File: src/rtl/fetch_stage.sv
// Instruction fetch stage for a 16-bit instruction / 32-bit address machine.
// Fetches one 16-bit word per cycle from pc_out. Two-word instructions
// (instr[15:14] == 2'b10) are assembled across two fetches. Reset and interrupt
// vectors are read as two 16-bit halves: high half first, then low half.
// Reset vector lives at words 0/1 and the interrupt vector at words 2/3.
module fetch_stage (
  input  logic        clk,
  input  logic        rst,
  input  logic [15:0] instr_in,
  input  logic        stall,
  input  logic        branch_taken,
  input  logic [31:0] branch_addr,
  input  logic        int_req,
  output logic [31:0] pc_out,
  output logic [15:0] if_id_instr,
  output logic [15:0] if_id_imm,
  output logic [31:0] if_id_pc,
  output logic        if_id_valid
);

  localparam logic [2:0] StVec0  = 3'd0;
  localparam logic [2:0] StVec1  = 3'd1;
  localparam logic [2:0] StFetch = 3'd2;
  localparam logic [2:0] StImm   = 3'd3;
  localparam logic [2:0] StIvec0 = 3'd4;
  localparam logic [2:0] StIvec1 = 3'd5;

  // Synthetic instruction injected into decode when an interrupt is taken.
  localparam logic [15:0] IntInstr = 16'hF800;

  logic [2:0]  state_q, state_d;
  logic [31:0] pc_q, pc_d;
  logic [15:0] vec_hi_q, vec_hi_d;
  logic        int_pending_q, int_pending_d;
  logic        int_clr;
  logic [15:0] pend_instr_q, pend_instr_d;
  logic [31:0] pend_pc_q, pend_pc_d;
  logic [15:0] instr_q, instr_d;
  logic [15:0] imm_q, imm_d;
  logic [31:0] ipc_q, ipc_d;
  logic        valid_q, valid_d;
  logic [31:0] pc_inc;
  logic        two_word;

  assign pc_inc   = pc_q + 32'd1;  // wraps naturally at 2^32
  assign two_word = (instr_in[15:14] == 2'b10);

  // Memory address: fixed vector addresses while loading a vector, PC otherwise.
  always_comb begin
    case (state_q)
      StVec0:  pc_out = 32'd0;
      StVec1:  pc_out = 32'd1;
      StIvec0: pc_out = 32'd2;
      StIvec1: pc_out = 32'd3;
      default: pc_out = pc_q;
    endcase
  end

  // Next-state logic for the sequencer, PC, pending word and IF/ID register.
  always_comb begin
    state_d      = state_q;
    pc_d         = pc_q;
    vec_hi_d     = vec_hi_q;
    pend_instr_d = pend_instr_q;
    pend_pc_d    = pend_pc_q;
    instr_d      = instr_q;
    imm_d        = imm_q;
    ipc_d        = ipc_q;
    valid_d      = valid_q;
    int_clr      = 1'b0;

    case (state_q)
      StVec0: begin
        vec_hi_d = instr_in;
        valid_d  = 1'b0;
        state_d  = StVec1;
      end
      StVec1: begin
        pc_d    = {vec_hi_q, instr_in};
        valid_d = 1'b0;
        state_d = StFetch;
      end
      StIvec0: begin
        vec_hi_d = instr_in;
        valid_d  = 1'b0;
        state_d  = StIvec1;
      end
      StIvec1: begin
        pc_d    = {vec_hi_q, instr_in};
        valid_d = 1'b0;
        state_d = StFetch;
      end
      StFetch: begin
        if (branch_taken) begin
          pc_d    = branch_addr;
          valid_d = 1'b0;
        end else if (stall) begin
          // hold everything
        end else if (int_pending_q) begin
          // PC is left pointing at the next instruction: that is the return address.
          instr_d = IntInstr;
          imm_d   = 16'h0000;
          ipc_d   = pc_q;
          valid_d = 1'b1;
          int_clr = 1'b1;
          state_d = StIvec0;
        end else if (two_word) begin
          pend_instr_d = instr_in;
          pend_pc_d    = pc_q;
          pc_d         = pc_inc;
          valid_d      = 1'b0;
          state_d      = StImm;
        end else begin
          instr_d = instr_in;
          imm_d   = 16'h0000;
          ipc_d   = pc_q;
          valid_d = 1'b1;
          pc_d    = pc_inc;
        end
      end
      StImm: begin
        if (branch_taken) begin
          pend_instr_d = 16'h0000;
          pend_pc_d    = 32'd0;
          pc_d         = branch_addr;
          valid_d      = 1'b0;
          state_d      = StFetch;
        end else if (stall) begin
          // hold everything
        end else begin
          instr_d = pend_instr_q;
          imm_d   = instr_in;
          ipc_d   = pend_pc_q;
          valid_d = 1'b1;
          pc_d    = pc_inc;
          state_d = StFetch;
        end
      end
      default: begin
        valid_d = 1'b0;
        state_d = StVec0;
      end
    endcase
  end

  // Interrupt request latch: sticky, a new request wins over a same-cycle clear.
  always_comb begin
    int_pending_d = (int_pending_q & ~int_clr) | int_req;
  end

  // State registers with asynchronous active-low reset.
  always_ff @(posedge clk or negedge rst) begin
    if (!rst) begin
      state_q       <= StVec0;
      pc_q          <= 32'd0;
      vec_hi_q      <= 16'h0000;
      int_pending_q <= 1'b0;
      pend_instr_q  <= 16'h0000;
      pend_pc_q     <= 32'd0;
      instr_q       <= 16'h0000;
      imm_q         <= 16'h0000;
      ipc_q         <= 32'd0;
      valid_q       <= 1'b0;
    end else begin
      state_q       <= state_d;
      pc_q          <= pc_d;
      vec_hi_q      <= vec_hi_d;
      int_pending_q <= int_pending_d;
      pend_instr_q  <= pend_instr_d;
      pend_pc_q     <= pend_pc_d;
      instr_q       <= instr_d;
      imm_q         <= imm_d;
      ipc_q         <= ipc_d;
      valid_q       <= valid_d;
    end
  end

  assign if_id_instr = instr_q;
  assign if_id_imm   = imm_q;
  assign if_id_pc    = ipc_q;
  assign if_id_valid = valid_q;

endmodule

File: config.mk
export PLATFORM = sky130hd
export DESIGN_NAME = fetch_stage
export DESIGN_NICKNAME = d
export VERILOG_FILES = /design/src/rtl/fetch_stage.sv
export SDC_FILE = /design/constraint.sdc
export NUM_CORES = 1
export LEC_CHECK = 0
export ABC_CLOCK_PERIOD_IN_PS = 2520
export BUFFER_PORTS_ARGS = -buffer_cell sky130_fd_sc_hd__clkbuf_2
export CAP_MARGIN = 40
export CORE_UTILIZATION = 50
export CTS_CLUSTER_SIZE = 40
export DETAILED_ROUTE_END_ITERATION = 6
export PLACE_DENSITY = 0.71
export SLEW_MARGIN = 30
export SYNTH_ARGS = -nofsm -noshare
export SYNTH_HDL_FRONTEND = slang
export SYNTH_SLANG_ARGS = --single-unit
File: constraint.sdc
create_clock -name clk -period 2.52 [get_ports clk]
set_clock_uncertainty 0.2 [all_clocks]
set_input_delay 0 -clock clk [delete_from_list [all_inputs] [get_ports clk]]
set_output_delay 0 -clock clk [all_outputs]
set_load 0.01 [all_outputs]
==> results of run 1 <==
[path summary, 6_finish.rpt]
check	startpoint	end	slack, ps	cells past startpoint
setup / recovery	state_q[2]$_DFFE_PN0P_	pc_q[12]$_DFFE_PN0P_	120	5
hold / removal	branch_taken	pc_q[4]$_DFFE_PN0P_	40	5
setup reg to reg	state_q[2]$_DFFE_PN0P_	pc_q[12]$_DFFE_PN0P_	120	5
hold reg to reg	if_id_pc[23]$_DFFE_PN0P_	if_id_pc[23]$_DFFE_PN0P_	280	2
max in group asynchronous	rst	pend_pc_q[17]$_DFFE_PN0P_	930	4
min in group asynchronous	rst	if_id_imm[12]$_DFFE_PN0P_	460	3
[state kept, by name (all words and copies together) (netlist names)]
register and flops:
state_q 3, int_pending_q 1, vec_hi_q 16, pend_pc_q 32
if_id_valid 1, if_id_instr 16, if_id_pc 32, pend_instr_q 16
if_id_imm 16, pc_q 32
[cells in the mapped netlist (3+ instances only)]
master | count | area share [%]
nand2_1 | 134 | 6.1
inv_1 | 20 | 0.90
mux2i_1 | 21 | 2.5
xnor2_1 | 4 | 0.42
or3_1 | 6 | 0.45
a21oi_1 | 63 | 3.8
o311ai_0 | 4 | 0.42
a32oi_1 | 6 | 0.63
nor4_4 | 3 | 0.77
nand2b_1 | 6 | 0.45
nor3_1 | 6 | 0.36
nor4_1 | 3 | 0.23
mux2_2 | 50 | 6.8
buf_2 | 13 | 0.78
a31oi_1 | 3 | 0.23
and2_2 | 4 | 0.36
or4_1 | 3 | 0.27
clkbuf_1 | 43 | 1.9
a22oi_1 | 8 | 0.72
clkbuf_8 | 3 | 0.50
nand3_1 | 21 | 1.3
and2_1 | 56 | 4.2
a222oi_1 | 7 | 0.84
nor3b_1 | 11 | 1.0
dfrtp_1 | 165 | 50
xor2_1 | 6 | 0.63
nor2_1 | 30 | 1.4
o31ai_1 | 3 | 0.27
o211ai_1 | 8 | 0.72
nor2b_1 | 4 | 0.30
nand4_1 | 7 | 0.53
o21ai_0 | 93 | 5.6
[final cells by class]
type	instances	share of cell area, %
clock inverters	12	2.10
repair buffers	250	16.3
inverters	21	0.737
multi-input cells	608	35.5
flip-flops and latches	165	38.6
well taps	216	2.53
clock buffers	20	4.27
[cells by family after synthesis]
group,after synthesis,synth area share (%)
buffers and inverters,85,4.63
DFF,165,49.8
muxes,71,9.32
and+or+nand+nor,312,19.9
adders and majority gates,1,0.151
xor gates and xnor gates,10,1.06
AOI/OAI and AO/OA,214,15.1
[tightest hold or removal path, cell delays in order]
cell      delay (ps)
clkbuf_2         300
nand2_1          120
o21ai_0           70
nand2_1           70
a22oi_1           60
[metrics by stage]
step	setup slack, ps	instance area, sq um
global placement	262	9400
floorplan	214	8300
CTS	108	10700
detailed placement	240	9400
finish	117	10700
global route	3.38	10700
[power breakdown]
part | internal, uW | switching, uW
clock network | 1910 | 1060
logic | 2480 | 3030
registers | 3810 | 977
[repair_timing]
action | 4_1_cts | 5_1_grt
gates resized for setup | 0 | 2
hold endpoints to repair | 259 | 0
setup endpoints to repair | 0 | 4
hold buffers | 61 | 0
[routing by layer]
layer	up-vias	global-route usage (%)	part of all wire [%]
li1	3433	-	-
met3	56	7.61	7.7
met1	3493	41.6	45
met5	-	0	0
met2	311	44.6	45
met4	0	10.8	2.3
[cell usage in the layout (no fill, tap or decap), types with 11 or more instances in the layout]
master,n
a21oi_1,63
nand3_1,21
nand2_1,133
nor3b_1,11
and2_1,55
o21ai_0,93
dlygate4sd3_1,61
inv_1,20
clkbuf_2,148
nor2_1,29
buf_4,33
mux2i_1,21
clkbuf_16,17
dfrtp_1,165
mux2_2,50
==> results.cfg, run 1 <==
[worst_setup_path]
timing_worst_setup_path_type = register to register
end_kind = register
arrival_ps = 2500
timing.critical_path.buf_inv = 1
worst_path_max_delay_cell = dlygate4sd3_1
cp_cell_sequence = nand2b_1 > nor2_2 > a22oi_1 > dlygate4sd3_1 > o311ai_0
cpLargestDelayFamily = simple AND/OR/NAND/NOR gates
startpoint_type = register
max_stage_delay_ps = 610
critPathRequiredTime_ps = 2610
path_max_fanout = 16

[power]
power_uw = 13300
leakagePower_uw = 0.00503
cellPowerDensity_nw_per_um2 = 1240
ir_drop_mv = 0.737

[timing]
final.period_utilization_pct = 95.4
setup_viol_count_final = 0
rsz0062_at_grt = false
hold_violations = 0
fmax_mhz = 416
hold_ws_ps = 39.7
slew_viol_final = 0
min_period_ps = 2400
worstMarginPinSlew_ps = 710
slew_headroom_pct = 52.6
tns_ps = 0

[logic_synthesis]
synth_area_sq_um = 8300
synthArstFlopShare_pct = 100
syn_area_per_cell_sq_um = 9.67
synth_flop_cell = dfrtp_1
ys_warn_count = 0
syn_nets = 912
ys_ff_latch = 165
ys_types = 64
yosysSeqAreaShare_pct = 49.8
syn_inst = 858
synth_edf_count = 0

[place]
dp.cells = 1199
place_congestion = 0.946
post-dp-hpwl_microns = 16300
io_buffers = 149

[clock_network]
cts_tree = built
cts_made_buffers = 17
cts_sinks = 165
cts_max_path_buffers = 2
cts_root_buffer = clkbuf_16
cts.clk_slew.worst_paths_ps = 60
clk_latency_ps = 430
post_cts_buffers = 0
htree_levels = 4

[finish]
seq_area_sq_um = 4130
multiInputGateArea_sq_um = 3800
fin_nets = 1117
final_cells = 1292
antennaDiodeCount = 0
drive_gt1_share_pct = 27.2
area_growth_pct = 29.0
fin_util_pct = 66.6
fill_cells = 1255

[drt]
wl_microns = 24000
avgRoutedWirePerCell_microns = 18.6
postRouteAntennaNets = 0
via_count = 7293
avgViaCountPerCell = 5.64
drtIter0Drc = 674
drtPass1Iterations = 7
drc_errors = 1

[global_route]
grt_pass1_vias = 6956
track_usage_pct = 29.7
overflow = 0
antenna_found_initial = 0
grt_start_max_net_pins = 91
grt_pass1_wl_microns = 37800

[status]
run_status = finished, violations left
violations = design-rule violations

[die]
dieHeight_microns = 131
die_w_microns = 131
core.rowCount = 46
ios = 150
die-area_sq_um = 17100
initial_core_util_pct = 51.7
placeableCoreArea_sq_um = 16100

[worst_hold_path]
min_path_type = primary input to register

[job]
cap_viol_max_count = 0
Note: power is estimated with default switching activity, not from simulation.
==> run 2: changes to the inputs <==
--- a/config.mk
+++ b/config.mk
@@ -5,6 +5,7 @@
 export SDC_FILE = /design/constraint.sdc
 export NUM_CORES = 1
 export LEC_CHECK = 0
+export ABC_AREA = 1
 export ABC_CLOCK_PERIOD_IN_PS = 2520
 export BUFFER_PORTS_ARGS = -buffer_cell sky130_fd_sc_hd__clkbuf_2
 export CAP_MARGIN = 40
==> constraint.sdc (replaced) <==
create_clock -name clk -period 2.52 [get_ports clk]
set_clock_uncertainty 0.2 [all_clocks]
set_input_delay 0.756 -clock clk [delete_from_list [all_inputs] [get_ports clk]]
set_output_delay 0.756 -clock clk [all_outputs]
set_load 0.01 [all_outputs]
==> run 2 against run 1 <==
Compared with the run above: the run still ends with design-rule violations left; routed wire length increased by 1.5%; final cell count rose by 16%; via count grew 12%; first-iteration DRC count is 12% higher; clock-buffer cell count down 2; synthesized area rose by 1.4%; core utilization fell by 6.0 points; global-route usage shrank 0.89 points; sequential power up 9.0%; total power grew 4.0%.
==> results.cfg, run 2 <==
[status]
run_status = finished, violations left
violations = design-rule violations

[timing]
min_period_ps = 2460
final.period_utilization_pct = 97.6
hold_violations = 0
setup_viol_count_final = 0
slew_headroom_pct = 58.9
rsz0062_at_grt = false
slew_viol_final = 0
fmax_mhz = 407
tns_ps = 0
worstMarginPinSlew_ps = 617

[drt]
via_count = 8187
postRouteAntennaNets = 0
drtPass1Iterations = 7
drtIter0Drc = 756
drc_errors = 2
avgViaCountPerCell = 5.45
wl_microns = 24400
avgRoutedWirePerCell_microns = 16.2

[global_route]
grt_start_max_net_pins = 75
track_usage_pct = 28.8
overflow = 0
antenna_found_initial = 0
grt_pass1_vias = 7374
grt_pass1_wl_microns = 39000

[finish]
fin_nets = 1323
drive_gt1_share_pct = 17.3
antennaDiodeCount = 0
final_common_cell = nand2_1
final_cells = 1502
area_growth_pct = 19.1
fill_cells = 1553
layout.cells.most_common_list = nand2_1, nor2_1, dfrtp_1
stdcell_area_sq_um = 10000

[logic_synthesis]
syn_inst = 1142
synth_area_sq_um = 8420
synth_flop_cell = dfrtp_1
synth_area_leader_cell = dfrtp_1
syn_area_per_cell_sq_um = 7.37
ys_types = 32
yosysTopAreaCellShare_pct = 49.1
synth_edf_count = 0
ys_warn_count = 0
ys_ff_latch = 165
ys_top_cells_by_area = dfrtp_1, nand2_1, nor2_1
syn_nets = 1196
synthArstFlopShare_pct = 100
yosysSeqAreaShare_pct = 49.1
yosysMostFrequentCell = nand2_1
synth_common_cells = nand2_1, nor2_1, dfrtp_1

[power]
power_uw = 13800
leakagePower_uw = 0.00501
cellPowerDensity_nw_per_um2 = 1380
ir_drop_mv = 0.631

[die]
die-area_sq_um = 17400
core.rowCount = 47
placeableCoreArea_sq_um = 16500
ios = 150
initial_core_util_pct = 50.9
dieHeight_microns = 132
die_w_microns = 132

[clock_network]
clk_latency_ps = 440
cts_root_buffer = clkbuf_16
cts_made_buffers = 17
post_cts_buffers = 0
htree_levels = 4
cts_sinks = 165
cts.clk_slew.worst_paths_ps = 70
cts_tree = built
cts_max_path_buffers = 2

[worst_setup_path]
end_kind = primary output
path_max_fanout = 30
critPathRequiredTime_ps = 1560
startpoint_type = register
arrival_ps = 1500
timing_worst_setup_path_type = register to primary output

[worst_hold_path]
min_path_type = register to register

[job]
cap_viol_max_count = 0

[place]
place_congestion = 0.932
dp.cells = 1469
placed_area_sq_um = 9380
post-dp-hpwl_microns = 17200
io_buffers = 149
## run 2: changes by cell type in the layout (fill, tap and decap cells not counted), moves of 57 or more
| cell | change |
|---|---|
| a21oi_1 | +63 |
| dlygate4sd3_1 | -60 |
| inv_1 | +57 |
| nand2_1 | +182 |
| nor2_1 | +193 |
| o21ai_0 | -59 |
## run 2: cell families (layout without fill, tap and decap cells)
logic type	count (synthesis)	in the layout	synth area share (%)
AOI/OAI and AO/OA	223	223	14.4
xor gates and xnor gates	11	11	1.14
adders and majority gates	1	1	0.149
buffers and inverters	151	291	7.73
DFF	165	165	49.1
and+or+nand+nor	591	591	27.5
## run 2: what timing repair did
item | CTS | global route
gates resized for setup | 2 | 0
hold endpoints to repair | 22 | 0
hold buffers | 1 | 0
endpoints found under the setup margin | 30 | 0
## run 2: layer usage
layer / vias to the layer above / GRT usage [%] / part of all wire (%)
li1: 3916 / - / -
met1: 3898 / 42.5 / 45
met2: 328 / 42.6 / 45
met3: 45 / 5.34 / 7.5
met4: 0 / 10.1 / 2.6
met5: - / 0 / 0
## run 2: final cells by class
type | count | area (sq um) | share of cell area [%]
Sequential cell | 165 | 4130 | 41.2
Multi-Input combinational cell | 826 | 3640 | 36.4
Clock inverter | 14 | 188 | 1.87
Tap cell | 220 | 275 | 2.75
Timing Repair Buffer | 175 | 1030 | 10.3
Inverter | 84 | 315 | 3.15
Clock buffer | 18 | 439 | 4.38
## run 2: power breakdown
group | total, uW | switching (uW) | internal (uW) | leakage [uW]
combinational | 5820 | 3690 | 2130 | 0.00278
sequential | 5220 | 1270 | 3950 | 0.00192
clock | 2770 | 1150 | 1620 | 0.000304
## run 2: per-stage QoR
| step | util [%] | hold slack [ps] | setup slack, ps |
|---|---|---|---|
| floorplan | - | 242 | 311 |
| finish | 60.6 | 276 | 61.1 |
| global placement | 56.8 | 260 | 284 |
| CTS | 60.6 | 275 | 85.3 |
| global route | 60.6 | 294 | 27.8 |
| detailed placement | 56.8 | 260 | 193 |
## run 2: critical path, cell delays in order (launching register included)
cell and delay (ps):
dfrtp_2 480, buf_6 260, nand2_1 130, inv_1 80, clkbuf_2 120
## run 2: final timing paths
path | startpoint | to | slack [ps] | cells past startpoint
setup reg to reg | pc_q[1]$_DFFE_PN0P_ | pc_q[18]$_DFFE_PN0P_ | 200 | 10
setup / recovery | state_q[1]$_DFFE_PN0P_ | pc_out[2] | 60 | 4
min in group asynchronous | rst | if_id_instr[14]$_DFFE_PN0P_ | 550 | 2
max in group asynchronous | rst | pc_q[12]$_DFFE_PN0P_ | 960 | 3
hold reg to reg | vec_hi_q[9]$_DFFE_PN0N_ | vec_hi_q[9]$_DFFE_PN0N_ | 280 | 2
hold / removal | vec_hi_q[9]$_DFFE_PN0N_ | vec_hi_q[9]$_DFFE_PN0N_ | 280 | 2
